## src/rtl/acondicionador_botones.sv

```systemverilog
// Push-button conditioning: per-lane 2-FF synchroniser, counter debounce,
// single-cycle press pulse and long-press pulse for the pet mode controller.
module acondicionador_botones #(
    parameter int unsigned N_BOTONES         = 3,
    parameter int unsigned DEBOUNCE_CYCLES   = 500000,
    parameter int unsigned LONG_PRESS_CYCLES = 250000000,
    parameter int unsigned ACTIVE_LOW        = 1
) (
    input  logic                 clk,
    input  logic                 reset,
    input  logic [N_BOTONES-1:0] btn_raw,
    output logic [N_BOTONES-1:0] btn_level,
    output logic [N_BOTONES-1:0] btn_press,
    output logic [N_BOTONES-1:0] btn_long
);

    localparam int unsigned DEB_W  = (DEBOUNCE_CYCLES > 1) ? $clog2(DEBOUNCE_CYCLES) : 1;
    localparam int unsigned HOLD_W = (LONG_PRESS_CYCLES > 1) ? $clog2(LONG_PRESS_CYCLES) : 1;

    localparam logic [DEB_W-1:0]     DEB_MAX  = DEB_W'(DEBOUNCE_CYCLES - 1);
    localparam logic [HOLD_W-1:0]    HOLD_MAX = HOLD_W'(LONG_PRESS_CYCLES - 1);
    localparam logic [N_BOTONES-1:0] RAW_MASK = (ACTIVE_LOW != 0) ? '1 : '0;

    typedef enum logic [1:0] {
        REPOSO,
        PRESIONADO,
        LARGO
    } estado_t;

    logic [N_BOTONES-1:0]             pressed_raw;
    logic [N_BOTONES-1:0]             sync1_q;
    logic [N_BOTONES-1:0]             sync2_q;
    logic [N_BOTONES-1:0][DEB_W-1:0]  deb_cnt_q;
    logic [N_BOTONES-1:0][DEB_W-1:0]  deb_cnt_d;
    logic [N_BOTONES-1:0]             level_q;
    logic [N_BOTONES-1:0]             level_d;
    logic [N_BOTONES-1:0][HOLD_W-1:0] hold_cnt_q;
    logic [N_BOTONES-1:0][HOLD_W-1:0] hold_cnt_d;
    logic [N_BOTONES-1:0]             press_q;
    logic [N_BOTONES-1:0]             press_d;
    logic [N_BOTONES-1:0]             long_q;
    logic [N_BOTONES-1:0]             long_d;
    estado_t                          estado_q [N_BOTONES];
    estado_t                          estado_d [N_BOTONES];

    // Normalised so that 1 = pressed; the synchroniser resets to "not pressed".
    assign pressed_raw = btn_raw ^ RAW_MASK;

    always_ff @(posedge clk or negedge reset) begin
        if (!reset) begin
            sync1_q    <= '0;
            sync2_q    <= '0;
            deb_cnt_q  <= '0;
            level_q    <= '0;
            hold_cnt_q <= '0;
            press_q    <= '0;
            long_q     <= '0;
            for (int unsigned i = 0; i < N_BOTONES; i++) begin
                estado_q[i] <= REPOSO;
            end
        end else begin
            sync1_q    <= pressed_raw;
            sync2_q    <= sync1_q;
            deb_cnt_q  <= deb_cnt_d;
            level_q    <= level_d;
            hold_cnt_q <= hold_cnt_d;
            press_q    <= press_d;
            long_q     <= long_d;
            for (int unsigned i = 0; i < N_BOTONES; i++) begin
                estado_q[i] <= estado_d[i];
            end
        end
    end

    // Any single cycle of agreement clears the count, so short glitches vanish.
    always_comb begin
        deb_cnt_d = deb_cnt_q;
        level_d   = level_q;
        for (int unsigned i = 0; i < N_BOTONES; i++) begin
            if (sync2_q[i] == level_q[i]) begin
                deb_cnt_d[i] = '0;
            end else if (deb_cnt_q[i] == DEB_MAX) begin
                level_d[i]   = sync2_q[i];
                deb_cnt_d[i] = '0;
            end else begin
                deb_cnt_d[i] = deb_cnt_q[i] + DEB_W'(1);
            end
        end
    end

    // The FSM reacts to the next debounced level so that btn_press is
    // registered on the same edge that raises btn_level.
    always_comb begin
        hold_cnt_d = hold_cnt_q;
        press_d    = '0;
        long_d     = '0;
        for (int unsigned i = 0; i < N_BOTONES; i++) begin
            estado_d[i] = estado_q[i];
            case (estado_q[i])
                REPOSO: begin
                    if (level_d[i] && !level_q[i]) begin
                        press_d[i]    = 1'b1;
                        hold_cnt_d[i] = '0;
                        estado_d[i]   = PRESIONADO;
                    end
                end
                PRESIONADO: begin
                    if (!level_d[i]) begin
                        hold_cnt_d[i] = '0;
                        estado_d[i]   = REPOSO;
                    end else if (hold_cnt_q[i] == HOLD_MAX) begin
                        long_d[i]   = 1'b1;
                        estado_d[i] = LARGO;
                    end else begin
                        hold_cnt_d[i] = hold_cnt_q[i] + HOLD_W'(1);
                    end
                end
                LARGO: begin
                    if (!level_d[i]) begin
                        hold_cnt_d[i] = '0;
                        estado_d[i]   = REPOSO;
                    end
                end
                default: begin
                    hold_cnt_d[i] = '0;
                    estado_d[i]   = REPOSO;
                end
            endcase
        end
    end

    assign btn_level = level_q;
    assign btn_press = press_q;
    assign btn_long  = long_q;

endmodule

```

## config.mk

```make
export PLATFORM = sky130hd
export DESIGN_NAME = acondicionador_botones
export DESIGN_NICKNAME = d
export VERILOG_FILES = /design/src/rtl/acondicionador_botones.sv
export SDC_FILE = /design/constraint.sdc
export NUM_CORES = 1
export LEC_CHECK = 0
export CELL_PAD_IN_SITES_DETAIL_PLACEMENT = 1
export CELL_PAD_IN_SITES_GLOBAL_PLACEMENT = 1
export CORE_MARGIN = 2
export CORE_UTILIZATION = 53
export DETAILED_ROUTE_END_ITERATION = 10
export PLACE_DENSITY_LB_ADDON = 0.1
export SETUP_SLACK_MARGIN = 0.05
export SYNTH_ARGS = -nofsm -noshare
export SYNTH_HDL_FRONTEND = slang
export SYNTH_SLANG_ARGS = --single-unit
```

## constraint.sdc

```tcl
create_clock -name clk -period 4.65 [get_ports clk]
set_clock_uncertainty 0.05 [all_clocks]
set_input_delay 0.6975 -clock clk [delete_from_list [all_inputs] [get_ports clk]]
set_output_delay 0.6975 -clock clk [all_outputs]
set_load 0.1 [all_outputs]
```

==> metrics.md <==
| Metric | Value |
|---|---|
| Number of DRC violations after detailed-routing iteration 0 | `403` |
| Count of distinct cell types in the synthesized netlist | `69` |
| # Post-CTS Setup Buffers | `0` |
| Worst-margin pin slew | `1.09 ns` |
| Clock edge transition at the registers on the reported setup and hold paths | `about 0.07 ns` |
| Worst hold-check path type | `in2async` |
| Power per cell area | `approximately 300 nW/um^2` |
| Pin count of the biggest net entering global routing | `~100` |
| Flop2flop setup slack | `1.54 ns` |
| DP Wirelength | `about 16000 um` |
| Share of async-settable or async-resettable flops after synthesis | `1.00` |
| Commonest non-fill, non-tap cell in the layout | `sky130_fd_sc_hd__dfrtp_1` |
| Filler Cell Count | `~1900` |
| Initial cell density of the core | `0.538` |
| Gates resized, CTS repair | `0` |
| Largest fanout on the critical path | `25` |
| Clock tree sinks | `around 160` |
| Number of antenna violations at the first check in global routing | `0` |
| Mean post-synth cell area | `~9 sq um` |
| Total nets after synthesis | `976` |
| Number of buffers on the longest clock path | `2` |
| Most frequent cells in the layout | `162 x sky130_fd_sc_hd__dfrtp_1, 105 x sky130_fd_sc_hd__nand2_1, 93 x sky130_fd_sc_hd__nand3_1` |
| Number of slew-limit violations in the final report | `0` |
| Gate count of the mapped netlist | `965` |
| Routability Congestion | `between 0.8 and 0.9` |
| Cell at the root of the clock tree | `sky130_fd_sc_hd__clkbuf_16` |
| Post-synthesis mux area share | `0.00921` |
| Type of element launching the critical path | `register` |
| Number of global-route vias before repair | `approximately 8300` |
| Cts bufs inserted | `17` |
| Overall die height | `about 130 um` |
| Number of nets with antenna violations after detailed routing | `0` |
| Clock period minus worst slack | `slightly above 3 ns` |
| Die extent in x | `approximately 130 um` |
| Number of maximum-capacitance constraint violations | `0` |
| Synth Flop Type | `sky130_fd_sc_hd__dfrtp_1` |
| Endpoints failing hold | `0` |
| Fraction of final layout cells with drive strength greater than 1 | `0.0669` |
| Max Clock Freq | `0.321 GHz` |
| Setup TNS after final layout | `0 ns` |
| Area fraction in compound gates after synthesis | `0.139` |
| Dominant combinational cell family by area after synthesis | `simple AND/OR/NAND/NOR gates` |
| Global router's overall resource usage | `0.284` |
| Source-to-sink clock delay at the later pin of the worst-skew pair | `approximately 0.44 ns` |
| Final wirelength | `23800 um` |
| Worst path arrival time | `between 3 and 4 ns` |
| Mean routed wirelength per cell | `slightly below 20 um` |
| Setup violation total in the final timing report | `0` |
| Area growth, synth to finish | `10.7%` |
| Setup repair after global routing missed its margin | `no` |
| Area leader, netlist | `sky130_fd_sc_hd__dfrtp_1` |
| Yosys top cell area share | `0.459` |
| Number of diodes added for antenna fixing | `0` |
| Area of the placeable core | `16400 sq um` |
| Detailed Routing Iterations Pass 1 | `4` |
| Total congestion overflow | `0` |
| Final core area utilization | `0.596` |
| IO Port Bufs | `13` |
| Leakage power | `roughly 0.004 uW` |
| Number of warnings issued by yosys | `0` |
| Routed vias/inst | `6.41` |
| Worst setup path startpoint | `deb_cnt_q[44]$_DFF_PN0_` |
| Total via count in the routed design | `7734` |
| Result of the run | `completed` |
| Reg-to-reg critical path startpoint | `deb_cnt_q[44]$_DFF_PN0_` |
| Layout Cell Area excl Fill | `~9800 sq um` |
| Total Nets Final | `between 900 and 1000` |
| Number of synthesized flops with an enable pin | `0` |
| Synth Area in Simple Gates | `0.307` |
| Clock tree from TritonCTS | `built` |
| Residual DRC | `0` |
| Class of the most critical setup path | `reg2reg` |
| Wire length of the first global-routing pass | `a little over 40000 um` |
| Maximum resistive drop on vdd | `about 290 uV` |
| Worst slew margin relative to its limit | `0.274` |
| H-tree levels | `4` |
| Die Footprint | `about 18000 sq um` |
| Cells taking the most area after synthesis | `sky130_fd_sc_hd__dfrtp_1 46%, sky130_fd_sc_hd__nand3_1 5.3%, sky130_fd_sc_hd__nand2_1 4.5%, sky130_fd_sc_hd__nor2_1 3.8%, sky130_fd_sc_hd__nand4_1 3.3%` |
| Post-DP Area | `approximately 9200 sq um` |
| Endpoint required time on the critical path | `slightly below 5 ns` |
| Xor-xnor portion of the synthesized cell area | `0.0476` |
| Area of the mapped netlist | `a little under 9000 sq um` |
| Final period util | `0.669` |
| Number of synthesized register bits | `between 150 and 200` |
| Crit end category | `register` |
| Post-cts hold buffer count | `0` |
| Core Rows | `between 40 and 50` |
| Adder-Cell Fraction of Synth Area | `0.00850` |
| Sequential-to-total area share from yosys stat | `0.459` |
| Number of top-level pins | `14` |
[cells by family after synthesis]
group	Yosys count
AOI/OAI and AO/OA	180
adders and majority gates	6
xor gates and xnor gates	48
DFF	162
buffers and inverters	60
muxes	8
and+or+nand+nor	501
[synthesized netlist by cell type (7+ instances only)]
cell	count
sky130_fd_sc_hd__a21o_1	14
sky130_fd_sc_hd__a21oi_1	47
sky130_fd_sc_hd__a31oi_1	21
sky130_fd_sc_hd__and2_1	12
sky130_fd_sc_hd__and3_1	25
sky130_fd_sc_hd__and4_1	23
sky130_fd_sc_hd__buf_2	10
sky130_fd_sc_hd__clkbuf_1	21
sky130_fd_sc_hd__dfrtp_1	162
sky130_fd_sc_hd__inv_1	26
sky130_fd_sc_hd__mux2i_1	7
sky130_fd_sc_hd__nand2_1	105
sky130_fd_sc_hd__nand3_1	93
sky130_fd_sc_hd__nand4_1	47
sky130_fd_sc_hd__nor2_1	89
sky130_fd_sc_hd__nor3_1	17
sky130_fd_sc_hd__nor3b_1	7
sky130_fd_sc_hd__nor4_1	13
sky130_fd_sc_hd__nor4b_1	9
sky130_fd_sc_hd__nor4bb_1	11
sky130_fd_sc_hd__o21ai_0	17
sky130_fd_sc_hd__o21ai_1	11
sky130_fd_sc_hd__o311ai_1	17
sky130_fd_sc_hd__or3_1	16
sky130_fd_sc_hd__xnor2_1	16
sky130_fd_sc_hd__xor2_1	32
[layer usage]
layer  global-route usage  part of all wire  vias up
met2                0.494              0.51      107
met1                0.372              0.45     3978
met3               0.0438             0.025       28
met4               0.0774             0.012        0
met5                    0                 0        -
li1                     -                 -     3621
[cell type report]
type                            count  area (sq um)  share of cell area
Clock inverter                     13           150              0.0154
Clock buffer                       19           453              0.0463
Multi-Input combinational cell    743          4540               0.464
Tap cell                          220           275              0.0281
Inverter                           26          97.6             0.00998
Sequential cell                   162          4050               0.414
Timing Repair Buffer               24           214              0.0219
[worst max-delay path: stages, from the launching register on]
cell and delay, ns:
sky130_fd_sc_hd__dfrtp_1 0.44, sky130_fd_sc_hd__or4b_1 0.55, sky130_fd_sc_hd__nor4_2 0.28, sky130_fd_sc_hd__nand3_1 0.21, sky130_fd_sc_hd__a21oi_2 0.86, sky130_fd_sc_hd__buf_4 0.33
sky130_fd_sc_hd__a31oi_1 0.10, sky130_fd_sc_hd__a31oi_1 0.20
[report_power, final]
group	internal, uW	total [uW]	switching (uW)
clock	829	1450	619
sequential	1420	1430	11.2
combinational	14.0	58.4	44.4
total	2260	2940	675
[registers in the layout, indices dropped and copies added (netlist names)]
name and flops:
estado_q 6, btn_level 3, sync2_q 3, hold_cnt_q 84, deb_cnt_q 57, btn_long 3, btn_press 3, sync1_q 3
[per-stage QoR]
stage                     power [uW]  std cells  setup WS, ns  hold WS (ns)
after floorplan                 1470        965          2.22         0.281
after global placement          1510       1175          1.71         0.283
after detailed placement        1510       1175          1.57         0.289
after CTS                       2950       1207          1.55         0.302
after global routing            3010       1207          1.19         0.314
final                           2940       1207          1.54         0.277
[path summary, 6_finish.rpt]
kind | depth (start not counted) | endpoint
worst max-delay path | 7 | hold_cnt_q[61]$_DFFE_PN0P_
worst min-delay path | 1 | hold_cnt_q[72]$_DFFE_PN0P_
worst max register to register | 7 | hold_cnt_q[61]$_DFFE_PN0P_
worst min register to register | 0 | sync2_q[0]$_DFF_PN0_
max in group asynchronous | 2 | hold_cnt_q[38]$_DFFE_PN0P_
min in group clk | 0 | sync2_q[0]$_DFF_PN0_
No activity file was read; power rests on OpenSTA's default activity.
